[config.mk]
export PLATFORM = sky130hd
export DESIGN_NAME = uart_cmd_sequencer
export DESIGN_NICKNAME = d
export VERILOG_FILES = /design/src/rtl/uart_seq_pkg.sv /design/src/rtl/seq_uart_tx.sv /design/src/rtl/uart_cmd_sequencer.sv
export SDC_FILE = /design/constraint.sdc
export NUM_CORES = 1
export LEC_CHECK = 0
export BUFFER_PORTS_ARGS = -buffer_cell sky130_fd_sc_hd__buf_2
export CAP_MARGIN = 30
export CORE_UTILIZATION = 35
export DETAILED_ROUTE_END_ITERATION = 7
export GPL_TIMING_DRIVEN = 0
export SLEW_MARGIN = 30
export SYNTH_ARGS = -nofsm -noshare
export SYNTH_HDL_FRONTEND = slang
export SYNTH_HIERARCHICAL = 1
export SYNTH_SLANG_ARGS = --single-unit
[constraint.sdc]
create_clock -name clk -period 2.4 [get_ports clk]
set_input_delay 0.72 -clock clk [delete_from_list [all_inputs] [get_ports clk]]
set_output_delay 0.72 -clock clk [all_outputs]
set_load 0.1 [all_outputs]
[src/rtl/uart_seq_pkg.sv]
// Shared types and helpers for the UART command sequencer: FSM states, 50 MHz baud divisors,
// and the nibble-to-ASCII conversion used when payload bytes are sent as hex text.
package uart_seq_pkg;

    typedef enum logic [2:0] {
        IDLE  = 3'd0,
        LOAD  = 3'd1,
        FRAME = 3'd2,
        GAP   = 3'd3,
        FIN   = 3'd4
    } seq_state_t;

    // clk cycles per bit at 50 MHz
    localparam int B115200 = 434;
    localparam int B57600  = 868;
    localparam int B38400  = 1302;
    localparam int B19200  = 2604;
    localparam int B9600   = 5208;
    localparam int B4800   = 10417;
    localparam int B2400   = 20833;
    localparam int B1200   = 41667;
    localparam int B300    = 166667;

    function automatic logic [7:0] nib2ascii(input logic [3:0] n);
        return (n < 4'd10) ? (8'h30 + {4'h0, n}) : (8'h37 + {4'h0, n});
    endfunction

endpackage

[src/rtl/seq_uart_tx.sv]
// 8N1 serializer, LSB first. A load pulse while idle starts a frame; frame_done is high
// during the last cycle of the stop bit.
module seq_uart_tx #(
    parameter int CLKS_PER_BIT = 434
) (
    input  logic       clk,
    input  logic       rst,
    input  logic       load,
    input  logic [7:0] byte_in,
    output logic       tx,
    output logic       frame_done
);
    localparam int BW = (CLKS_PER_BIT > 1) ? $clog2(CLKS_PER_BIT) : 1;
    localparam logic [BW-1:0] BAUD_LAST = BW'(CLKS_PER_BIT - 1);

    logic          active;
    logic [8:0]    shreg;
    logic [3:0]    bit_cnt;
    logic [BW-1:0] baud_cnt;
    logic          bit_end;

    assign bit_end    = active && (baud_cnt == BAUD_LAST);
    assign frame_done = bit_end && (bit_cnt == 4'd9);

    // shreg carries the stop bit above the data so the ninth shift presents it on tx
    always_ff @(posedge clk) begin
        if (rst) begin
            tx       <= 1'b1;
            active   <= 1'b0;
            shreg    <= '1;
            bit_cnt  <= '0;
            baud_cnt <= '0;
        end else if (!active) begin
            if (load) begin
                active   <= 1'b1;
                tx       <= 1'b0;
                shreg    <= {1'b1, byte_in};
                bit_cnt  <= '0;
                baud_cnt <= '0;
            end
        end else if (bit_end) begin
            baud_cnt <= '0;
            if (bit_cnt == 4'd9) begin
                active <= 1'b0;
                tx     <= 1'b1;
            end else begin
                tx      <= shreg[0];
                shreg   <= {1'b1, shreg[8:1]};
                bit_cnt <= bit_cnt + 4'd1;
            end
        end else begin
            baud_cnt <= baud_cnt + 1'b1;
        end
    end

endmodule

[src/rtl/uart_cmd_sequencer.sv]
// Streams a parameter-held command script over UART with N_DATA payload bytes spliced in before
// ROM index INSERT_AT. Define HEX_ASCII_EN to send each payload byte as two upper-case hex chars.
module uart_cmd_sequencer
    import uart_seq_pkg::*;
#(
    parameter int                     CLKS_PER_BIT = B115200,
    parameter int                     ROM_DEPTH    = 22,
    parameter logic [8*ROM_DEPTH-1:0] ROM_INIT     = '0,  // byte 0 in the low byte
    parameter int                     N_DATA       = 1,
    parameter int                     INSERT_AT    = 20,
    parameter int                     GAP_CYCLES   = 0
) (
    input  logic                clk,
    input  logic                rst,
    input  logic                start,
    input  logic [8*N_DATA-1:0] data,
    output logic                tx,
    output logic                busy,
    output logic                done
);
`ifdef HEX_ASCII_EN
    localparam int PAY_FRAMES = 2 * N_DATA;
`else
    localparam int PAY_FRAMES = N_DATA;
`endif
    localparam int TOTAL = ROM_DEPTH + PAY_FRAMES;
    localparam int IW    = $clog2(ROM_DEPTH + 2*N_DATA + 1);
    localparam int GW    = (GAP_CYCLES > 1) ? $clog2(GAP_CYCLES) : 1;
    localparam logic [GW-1:0] GAP_LAST = GW'((GAP_CYCLES > 0) ? GAP_CYCLES - 1 : 0);

    seq_state_t          state, state_n;
    logic [IW-1:0]       idx;
    logic [GW-1:0]       gap_cnt;
    logic [8*N_DATA-1:0] payload;
    logic [7:0]          cur_byte;
    logic                load, frame_done, last_byte;

    assign last_byte = (idx == IW'(TOTAL - 1));
    assign busy      = (state != IDLE) && (state != FIN);

    always_comb begin
        int i, p;
`ifdef HEX_ASCII_EN
        logic [7:0] sel;
        sel = 8'h00;
`endif
        i        = int'(idx);
        p        = 0;
        cur_byte = 8'h00;
        if (i < INSERT_AT) begin
            cur_byte = ROM_INIT[8*i +: 8];
        end else if (i < INSERT_AT + PAY_FRAMES) begin
            p = i - INSERT_AT;
`ifdef HEX_ASCII_EN
            sel      = payload[8*(N_DATA-1-p/2) +: 8];
            cur_byte = nib2ascii(p[0] ? sel[3:0] : sel[7:4]);
`else
            cur_byte = payload[8*(N_DATA-1-p) +: 8];
`endif
        end else begin
            cur_byte = ROM_INIT[8*(i-PAY_FRAMES) +: 8];
        end
    end

    always_comb begin
        state_n = state;
        load    = 1'b0;
        done    = 1'b0;
        case (state)
            IDLE:  if (start) state_n = LOAD;
            LOAD:  begin load = 1'b1; state_n = FRAME; end
            FRAME: if (frame_done) begin
                if (last_byte)            state_n = FIN;
                else if (GAP_CYCLES == 0) state_n = LOAD;
                else                      state_n = GAP;
            end
            GAP:   if (gap_cnt == GAP_LAST) state_n = LOAD;
            FIN:   begin done = 1'b1; state_n = IDLE; end
            default: state_n = IDLE;
        endcase
    end

    always_ff @(posedge clk) begin
        if (rst) begin
            state   <= IDLE;
            idx     <= '0;
            gap_cnt <= '0;
            payload <= '0;
        end else begin
            state   <= state_n;
            gap_cnt <= (state == GAP) ? gap_cnt + 1'b1 : '0;
            if (state == IDLE && start) begin
                payload <= data;
                idx     <= '0;
            end else if (state == FRAME && frame_done && !last_byte) begin
                idx <= idx + 1'b1;
            end
        end
    end

    seq_uart_tx #(.CLKS_PER_BIT(CLKS_PER_BIT)) u_tx (
        .clk        (clk),
        .rst        (rst),
        .load       (load),
        .byte_in    (cur_byte),
        .tx         (tx),
        .frame_done (frame_done)
    );

endmodule

; ---- Word-level counts from Yosys, hierarchy flattened
; Cells that the tools add are included.
; Widths: inputs -> output; s select.
[totals]
reg_bits = 41
mem_bits_ro = 0
ramBits = 0
inputBits = 11
elab_cells = 78
output_inout_bits = 3
memories = 0
latchBits = 0
[op_classes]
eq_ne = 13
mul = 0
div_mod_pow = 0
n_shift = 3
mux = 28
n_reduce_logical = 15
n_lt_le_gt_ge = 2
bitwise = 1
add_sub_neg = 7
[op_table]
columns = cell, n
row1 = $shiftx 176x9->8 const A, 2
row2 = $mux 9, 7
row3 = $mux 4, 4
row4 = $mux 8, 2
row5 = $mux 3, 4
row6 = $pmux 3 s4, 1
row7 = $lt 5x5->1 const B, 2
row8 = $mux 1, 10
row9 = $ne 2x2->1 const B, 5
row10 = $shiftx 8x10->8, 1
row11 = $add 9x1->9 const B, 1
row12 = $eq 9x9->1 const B, 1
row13 = $sub 1x6->7 const A, 1
row14 = $eq 3x2->1 const B, 2
row15 = $logic_and 1x1->1, 6
row16 = $reduce_and 3->1, 2
row17 = $sub 5x1->6 const B, 1
row18 = $sub 5x5->6 const B, 1
row19 = $add 5x1->5 const B, 1
row20 = $eq 5x5->1 const B, 1
row21 = $add 4x1->4 const B, 1
row22 = $eq 4x4->1 const B, 1
row23 = $reduce_or 2->1, 2
row24 = $eq 3x1->1 const B, 1
row25 = other kinds (9), 9

; ---- Longest topological paths before layout
; Gate-level depths: netlist of run 1.
[logic_depth]
ltp_word = 7
mapped_depth = 9
mapped_depth_nobuf = 7

; ---- Hierarchy
; The synthesis of run 1 kept the hierarchy.
[by_module_without_submodules]
columns = mod, area_each_um2, seq_area_each_um2, instances, cells_each
row1 = seq_uart_tx, 1208.7, 460.4, 1, 137
row2 = uart_cmd_sequencer, 819.5, 340.3, 1, 99

; ---- Worst setup path after synthesis of run 1
; OpenSTA, ideal clock, no wires.
[synth_timing]
path_type = register to output
from = register state[0]
to = output port done
arrival_ps = 1339
n_path_buf = 1
path_stages_with_launch = 4
slack_ps = 341
t_required_ps = 1680
cell_sequence = dfxtp_1 buf_2 nor2_1 and2_1
[synth_via]
elab_chain_cells = 2
[synth_rtl]
columns = element, line
row1 = "start, declared", uart_cmd_sequencer.sv:31  ; seq_state_t state, state_n;
row2 = "start signal, assigned", uart_cmd_sequencer.sv:90  ; state <= state_n;
row3 = $eq 3x3->1, uart_cmd_sequencer.sv:69  ; case (state)
row4 = $mux 1, uart_cmd_sequencer.sv:69
row5 = "end, declared", uart_cmd_sequencer.sv:19  ; output logic done
; Every way passes these cells.

; ---- Final worst setup path of run 1
; Same ends and word-level chain as after synthesis.

==> results.sh, run 1 <==
export IMPL_outcome="finished clean"
export IMPL_netlist_area_sq_mm=0.002028
export IMPL_die_h_um=78.13
export IMPL_drc_errors=0
export IMPL_yosysMostFrequentCell="dfxtp_1"
export IMPL_overflow=0
export IMPL_cts_htree_levels=2
export IMPL_critPathSlowestCell="buf_2"
export IMPL_wl_per_cell_um=12.17
export IMPL_avgSynthCellArea_sq_um=8.594
export IMPL_firstDrtPassIters=4
export IMPL_min_period_ns=2.194
export IMPL_end_kind="output pin"
export IMPL_fill_cells=618
export IMPL_vias_per_cell=5.145
export IMPL_hold_class="register to register"
export IMPL_fmax_mhz=455.9
export IMPL_grt_pass1_vias=1604
export IMPL_start_kind="register"
export IMPL_synthArstFlopShare=0
export IMPL_synth_top_area_frac=0.3948
export IMPL_syn2layout_area_growth_pct=13.63
export IMPL_dieArea_sq_mm=0.006104
export IMPL_pre_cts_ws_ns=0.09027
export IMPL_root_buffer="clkbuf_8"
export IMPL_cts_reportedPaths_clkPinSlew_ns=0.08
export IMPL_coreArea_sq_mm=0.005540
export IMPL_final_hold_viol_count=0
export IMPL_grt_pass1_wl_um=7196
export IMPL_die_width_um=78.13
export IMPL_synth_cell_type_count=47
export IMPL_cp_buffers_inverters=2
export IMPL_synth_edf_count=0
export IMPL_drtAntennaViolNets=0
export IMPL_dp_hpwl_um=2762
export IMPL_cts_sinks=40
export IMPL_antennaDiodeCount=0
export IMPL_setup_viol=0
export IMPL_fin_util=0.4160
export IMPL_power_density_mw_per_mm2=626.3
export IMPL_yosys_most_used_dff="dfxtp_1"
export IMPL_io_buffer_count=13
export IMPL_initial_core_util=0.3661
export IMPL_cp_slowest_stage_delay_ns=0.42
export IMPL_cp_common_cell="buf_2"
export IMPL_drt_iter0_drc=77
export IMPL_yosys_register_bits=40
export IMPL_skew_ns=0.004962
export IMPL_yosys_area_top_type="dfxtp_1"
export IMPL_worst_slack_ns=0.2064
export IMPL_numCtsBuffers=5
export IMPL_setup_tns_ns=0
export IMPL_post_route_period_util=0.9140
export IMPL_max_cap_viol_count=0
export IMPL_ys_warn_count=6
export IMPL_max_slew_worst_pin_slew_ns=0.7018
export IMPL_vias=1698
export IMPL_antenna_found_initial=0
export IMPL_syn_inst=236
export IMPL_power_mw=1.443
export IMPL_cts_tree="yes"
export IMPL_slew_viol_final=0
export IMPL_path_cells="buf_2 > nor2_1 > and2_1 > buf_2"
export IMPL_finalNonFillerCells=330
export IMPL_synthesis_nets=253
export IMPL_leakage_nw=0.8819
export IMPL_row_count=27
export IMPL_finalWirelength_um=4017
export IMPL_critical_path_arrival_ns=1.47
export IMPL_maxSlewHeadroom=0.5309
export IMPL_clk_latency_ns=0.29
export IMPL_grt_start_max_net_pins=14
export IMPL_required_ns=1.68
export IMPL_grtUsageTotal=0.1460
export IMPL_path_class="register to output pin"
export IMPL_place_inst=321
export IMPL_boundaryPins=14
export IMPL_ctsLongestPathBuffers=2
export IMPL_drive_above_1_share=0.1512
export IMPL_peakVddDrop_uv=349.5
export IMPL_gp_congestion=0.7960
export IMPL_nets=274
export IMPL_ys_top_cells_by_area="dfxtp_1, nand2_1, and2_1, a21oi_1, mux2i_1"
export IMPL_ys_top_cells_by_count="dfxtp_1, nand2_1, a21oi_1"
export IMPL_crit_family="buffers and inverters"
export IMPL_ys_seq_area_frac=0.3948
export IMPL_grt_setup_unrepaired="false"
export IMPL_cp_max_fo=9
timing repair:
item | CTS | global route
endpoints found under the setup margin | 0 | 5
gates resized for setup | 0 | 1
hold buffers | 0 | 0
buffers inserted | 0 | 1
final cells by class:
class                   instances  area [sq um]  area share
repair buffers                 14         72.57     0.03149
well taps                      72         90.09     0.03909
inverters                       9         33.78     0.01466
multi-input cells             172          1117      0.4848
flip-flops and latches         40         800.8      0.3474
plain buffers                  15         78.83     0.03420
clock buffers                   5         68.82     0.02986
clock inverters                 3         42.54     0.01846
flip-flops by register name, indices dropped and copies added, names as in the netlist:
signal	count
gap_cnt	1
u_tx/tx	1
u_tx/active	1
u_tx/shreg	8
payload	8
idx	5
state	3
u_tx/baud_cnt	9
u_tx/bit_cnt	4
worst register-to-register path, cell delays in order (launching register included):
cell	delay, ns
dfxtp_1	0.37
nor4b_4	0.34
nand4_2	0.15
buf_6	0.16
nor2_2	0.17
nand4bb_1	0.15
clkbuf_1	0.22
or3_1	0.38
a21oi_1	0.13
path summary, 6_finish.rpt:
check,slack [ns],end,startpoint,cells past startpoint
setup / recovery,0.21,done,state[0],4
hold / removal,0.46,payload[2],payload[2],2
setup reg to reg,0.26,idx[4],u_tx/baud_cnt[3],8
hold reg to reg,0.46,payload[2],payload[2],2
placed cells by master, fill, tap and decap left out, types with 6 or more instances in the layout:
| cell type | synthesis | layout |
|---|---|---|
| a211oi_1 | 7 | 7 |
| a21oi_1 | 19 | 19 |
| a31oi_1 | 8 | 8 |
| and2_1 | 16 | 16 |
| buf_2 | 5 | 18 |
| clkbuf_1 | 7 | 7 |
| dfxtp_1 | 40 | 40 |
| ha_1 | 6 | 6 |
| inv_1 | 8 | 8 |
| mux2i_1 | 8 | 8 |
| nand2_1 | 27 | 27 |
| nand3_1 | 8 | 8 |
| nor2_1 | 15 | 14 |
| nor3_1 | 6 | 6 |
| or3_1 | 6 | 6 |
logic make-up after synthesis:
group	after synthesis	synth area share
xor+xnor	2	0.008638
simple gates	102	0.2893
compound gates	54	0.1752
mux	8	0.03948
fa+ha+maj	6	0.03701
flops	40	0.3948
buf+inv	24	0.05552
where the power goes:
group          total [mW]  internal (mW)  leakage, nW  switching, mW
logic               0.178         0.0607        0.502          0.117
clock network       0.557          0.308       0.0541          0.250
registers           0.708          0.694        0.326         0.0144
total                1.44           1.06        0.882          0.381
through the flow:
stage          hold slack [ns]  area, sq um
3_5_place_dp            0.4461         2183
4_1_cts                 0.4582         2295
5_1_grt                 0.4786         2305
3_3_place_gp            0.4409         2183
2_1_floorplan           0.4317         2028
6_report                0.4569         2305
layer usage:
layer | global-route usage | wire [um] | vias to the layer above
li1 | - | - | 888
met1 | 0.1832 | 2058 | 782
met2 | 0.2439 | 1783 | 23
met3 | 0.03140 | 114 | 5
met4 | 0.05556 | 60 | 0
met5 | 0 | 0 | -
Note: power is estimated with default switching activity, not from simulation.
==> run 2: changes to the inputs <==
clock period = 2.6 ns   (was 2.4 ns; I/O delays follow)
==> run 2 against run 1 <==
Against the previous run:
- clock power down 7.9%
- critical path type is now register to register
- sequential power down 7.6%
- via count down 0.59%
- clock skew about the same
- first-iteration DRC count up 19%
- register-to-register slack about the same
- critical path depth up 4
==> results.sh, run 2 (synthesis results as in run 1) <==
export IMPL_outcome="finished clean"
export IMPL_final_hold_viol_count=0
export IMPL_grtUsageTotal=0.1460
export IMPL_pre_cts_ws_ns=0.2903
export IMPL_critical_path_arrival_ns=2.56
export IMPL_maxSlewHeadroom=0.5309
export IMPL_grt_pass1_wl_um=7196
export IMPL_drc_errors=0
export IMPL_min_period_ns=2.329
export IMPL_end_kind="register"
export IMPL_leakage_nw=0.8765
export IMPL_drtAntennaViolNets=0
export IMPL_fill_cells=617
export IMPL_gp_congestion=0.7960
export IMPL_ctsLongestPathBuffers=2
export IMPL_grt_start_max_net_pins=14
export IMPL_mostFrequentLayoutCell="dfxtp_1"
export IMPL_finalWirelength_um=3971
export IMPL_drt_iter0_drc=92
export IMPL_wl_per_cell_um=12.07
export IMPL_post_cts_resized=0
export IMPL_peakVddDrop_uv=322.7
export IMPL_rrSetupSlack_ns=0.27
export IMPL_post_route_period_util=0.8959
export IMPL_antenna_found_initial=0
export IMPL_numCtsBuffers=5
export IMPL_required_ns=2.83
export IMPL_layout_common_cells="dfxtp_1, nand2_1, a21oi_1"
export IMPL_cp_slowest_stage_delay_ns=0.40
export IMPL_start_kind="register"
export IMPL_overflow=0
export IMPL_cts_htree_levels=2
export IMPL_hold_class="register to register"
export IMPL_cts_hold_fix_buffers=0
export IMPL_nets=273
export IMPL_coreArea_sq_mm=0.005540
export IMPL_finalNonFillerCells=329
export IMPL_place_inst=321
export IMPL_worst_slack_ns=0.2706
export IMPL_max_cap_viol_count=0
export IMPL_die_h_um=78.13
export IMPL_setup_viol=0
export IMPL_power_mw=1.331
export IMPL_critPathSlowestCell="nor4b_4"
export IMPL_power_density_mw_per_mm2=579.8
export IMPL_boundaryPins=14
export IMPL_max_slew_worst_pin_slew_ns=0.7018
export IMPL_cts_sinks=40
export IMPL_die_width_um=78.13
export IMPL_syn2layout_area_growth_pct=13.14
export IMPL_skew_ns=0.005012
export IMPL_cts_setup_buffers=0
export IMPL_grt_setup_unrepaired="false"
export IMPL_vias_per_cell=5.131
export IMPL_grt_pass1_vias=1604
export IMPL_firstDrtPassIters=4
export IMPL_fmax_mhz=429.3
export IMPL_dieArea_sq_mm=0.006104
export IMPL_io_buffer_count=13
export IMPL_row_count=27
export IMPL_largest_register="u_tx/baud_cnt"
export IMPL_clk_latency_ns=0.29
export IMPL_cts_reportedPaths_clkPinSlew_ns=0.08
export IMPL_path_cells="nor4b_4 > nand4_2 > buf_6 > nor2_1 > nand4bb_1 > clkbuf_1 > or3_1 > a21oi_1"
export IMPL_largest_reg_flops=9
export IMPL_root_buffer="clkbuf_8"
export IMPL_setup_tns_ns=0
export IMPL_dp_hpwl_um=2762
export IMPL_path_class="register to register"
export IMPL_drive_above_1_share=0.1440
export IMPL_initial_core_util=0.3661
export IMPL_vias=1688
export IMPL_slew_viol_final=0
export IMPL_cts_tree="yes"
export IMPL_top_regs="u_tx/baud_cnt: 9 flops, payload: 8 flops, u_tx/shreg: 8 flops"
export IMPL_antennaDiodeCount=0
export IMPL_cp_max_fo=10
==> run 2: path summary, 6_finish.rpt <==
check                                      start    endpoint  cells past startpoint
worst max-delay path            u_tx/baud_cnt[2]      idx[4]                      8
worst min-delay path                  payload[2]  payload[2]                      2
worst max register to register  u_tx/baud_cnt[2]      idx[4]                      8
worst min register to register        payload[2]  payload[2]                      2
==> run 2: cell type report <==
type	count	area [sq um]	share of cell area
Buffer	15	78.83	0.03435
Clock buffer	5	68.82	0.02999
Clock inverter	3	42.54	0.01854
Inverter	9	33.78	0.01472
Multi-Input combinational cell	172	1115	0.4858
Sequential cell	40	800.8	0.3490
Tap cell	72	90.09	0.03926
Timing Repair Buffer	13	65.06	0.02835
==> run 2: power breakdown <==
group / leakage [nW] / internal (mW) / switching, mW
combinational: 0.497 / 0.0559 / 0.108
sequential: 0.326 / 0.641 / 0.0133
clock: 0.0541 / 0.284 / 0.229
==> run 2: metrics by stage <==
| stage | instance area, sq um | hold WS, ns | utilization |
|---|---|---|---|
| detailed placement | 2183 | 0.4461 | 0.3941 |
| CTS | 2295 | 0.4582 | 0.4142 |
| global placement | 2183 | 0.4409 | 0.3941 |
| floorplan | 2028 | 0.4317 | - |
| global route | 2295 | 0.4786 | 0.4142 |
| finish | 2295 | 0.4569 | 0.4142 |
==> run 2: layer usage <==
| layer | vias to the layer above | track usage | routed length (um) |
|---|---|---|---|
| met1 | 771 | 0.1832 | 2054 |
| met5 | - | 0 | 0 |
| met2 | 25 | 0.2439 | 1736 |
| met4 | 0 | 0.05556 | 60 |
| met3 | 5 | 0.03140 | 120 |
| li1 | 887 | - | - |
==> run 2: worst max-delay path: cells and delay by family, from the launching register on <==
| kind | cells | cell delay (ns) |
|---|---|---|
| AOI/OAI and AO/OA | 1 | 0.13 |
| buffers and inverters | 2 | 0.38 |
| DFF | 1 | 0.38 |
| and+or+nand+nor | 5 | 1.35 |
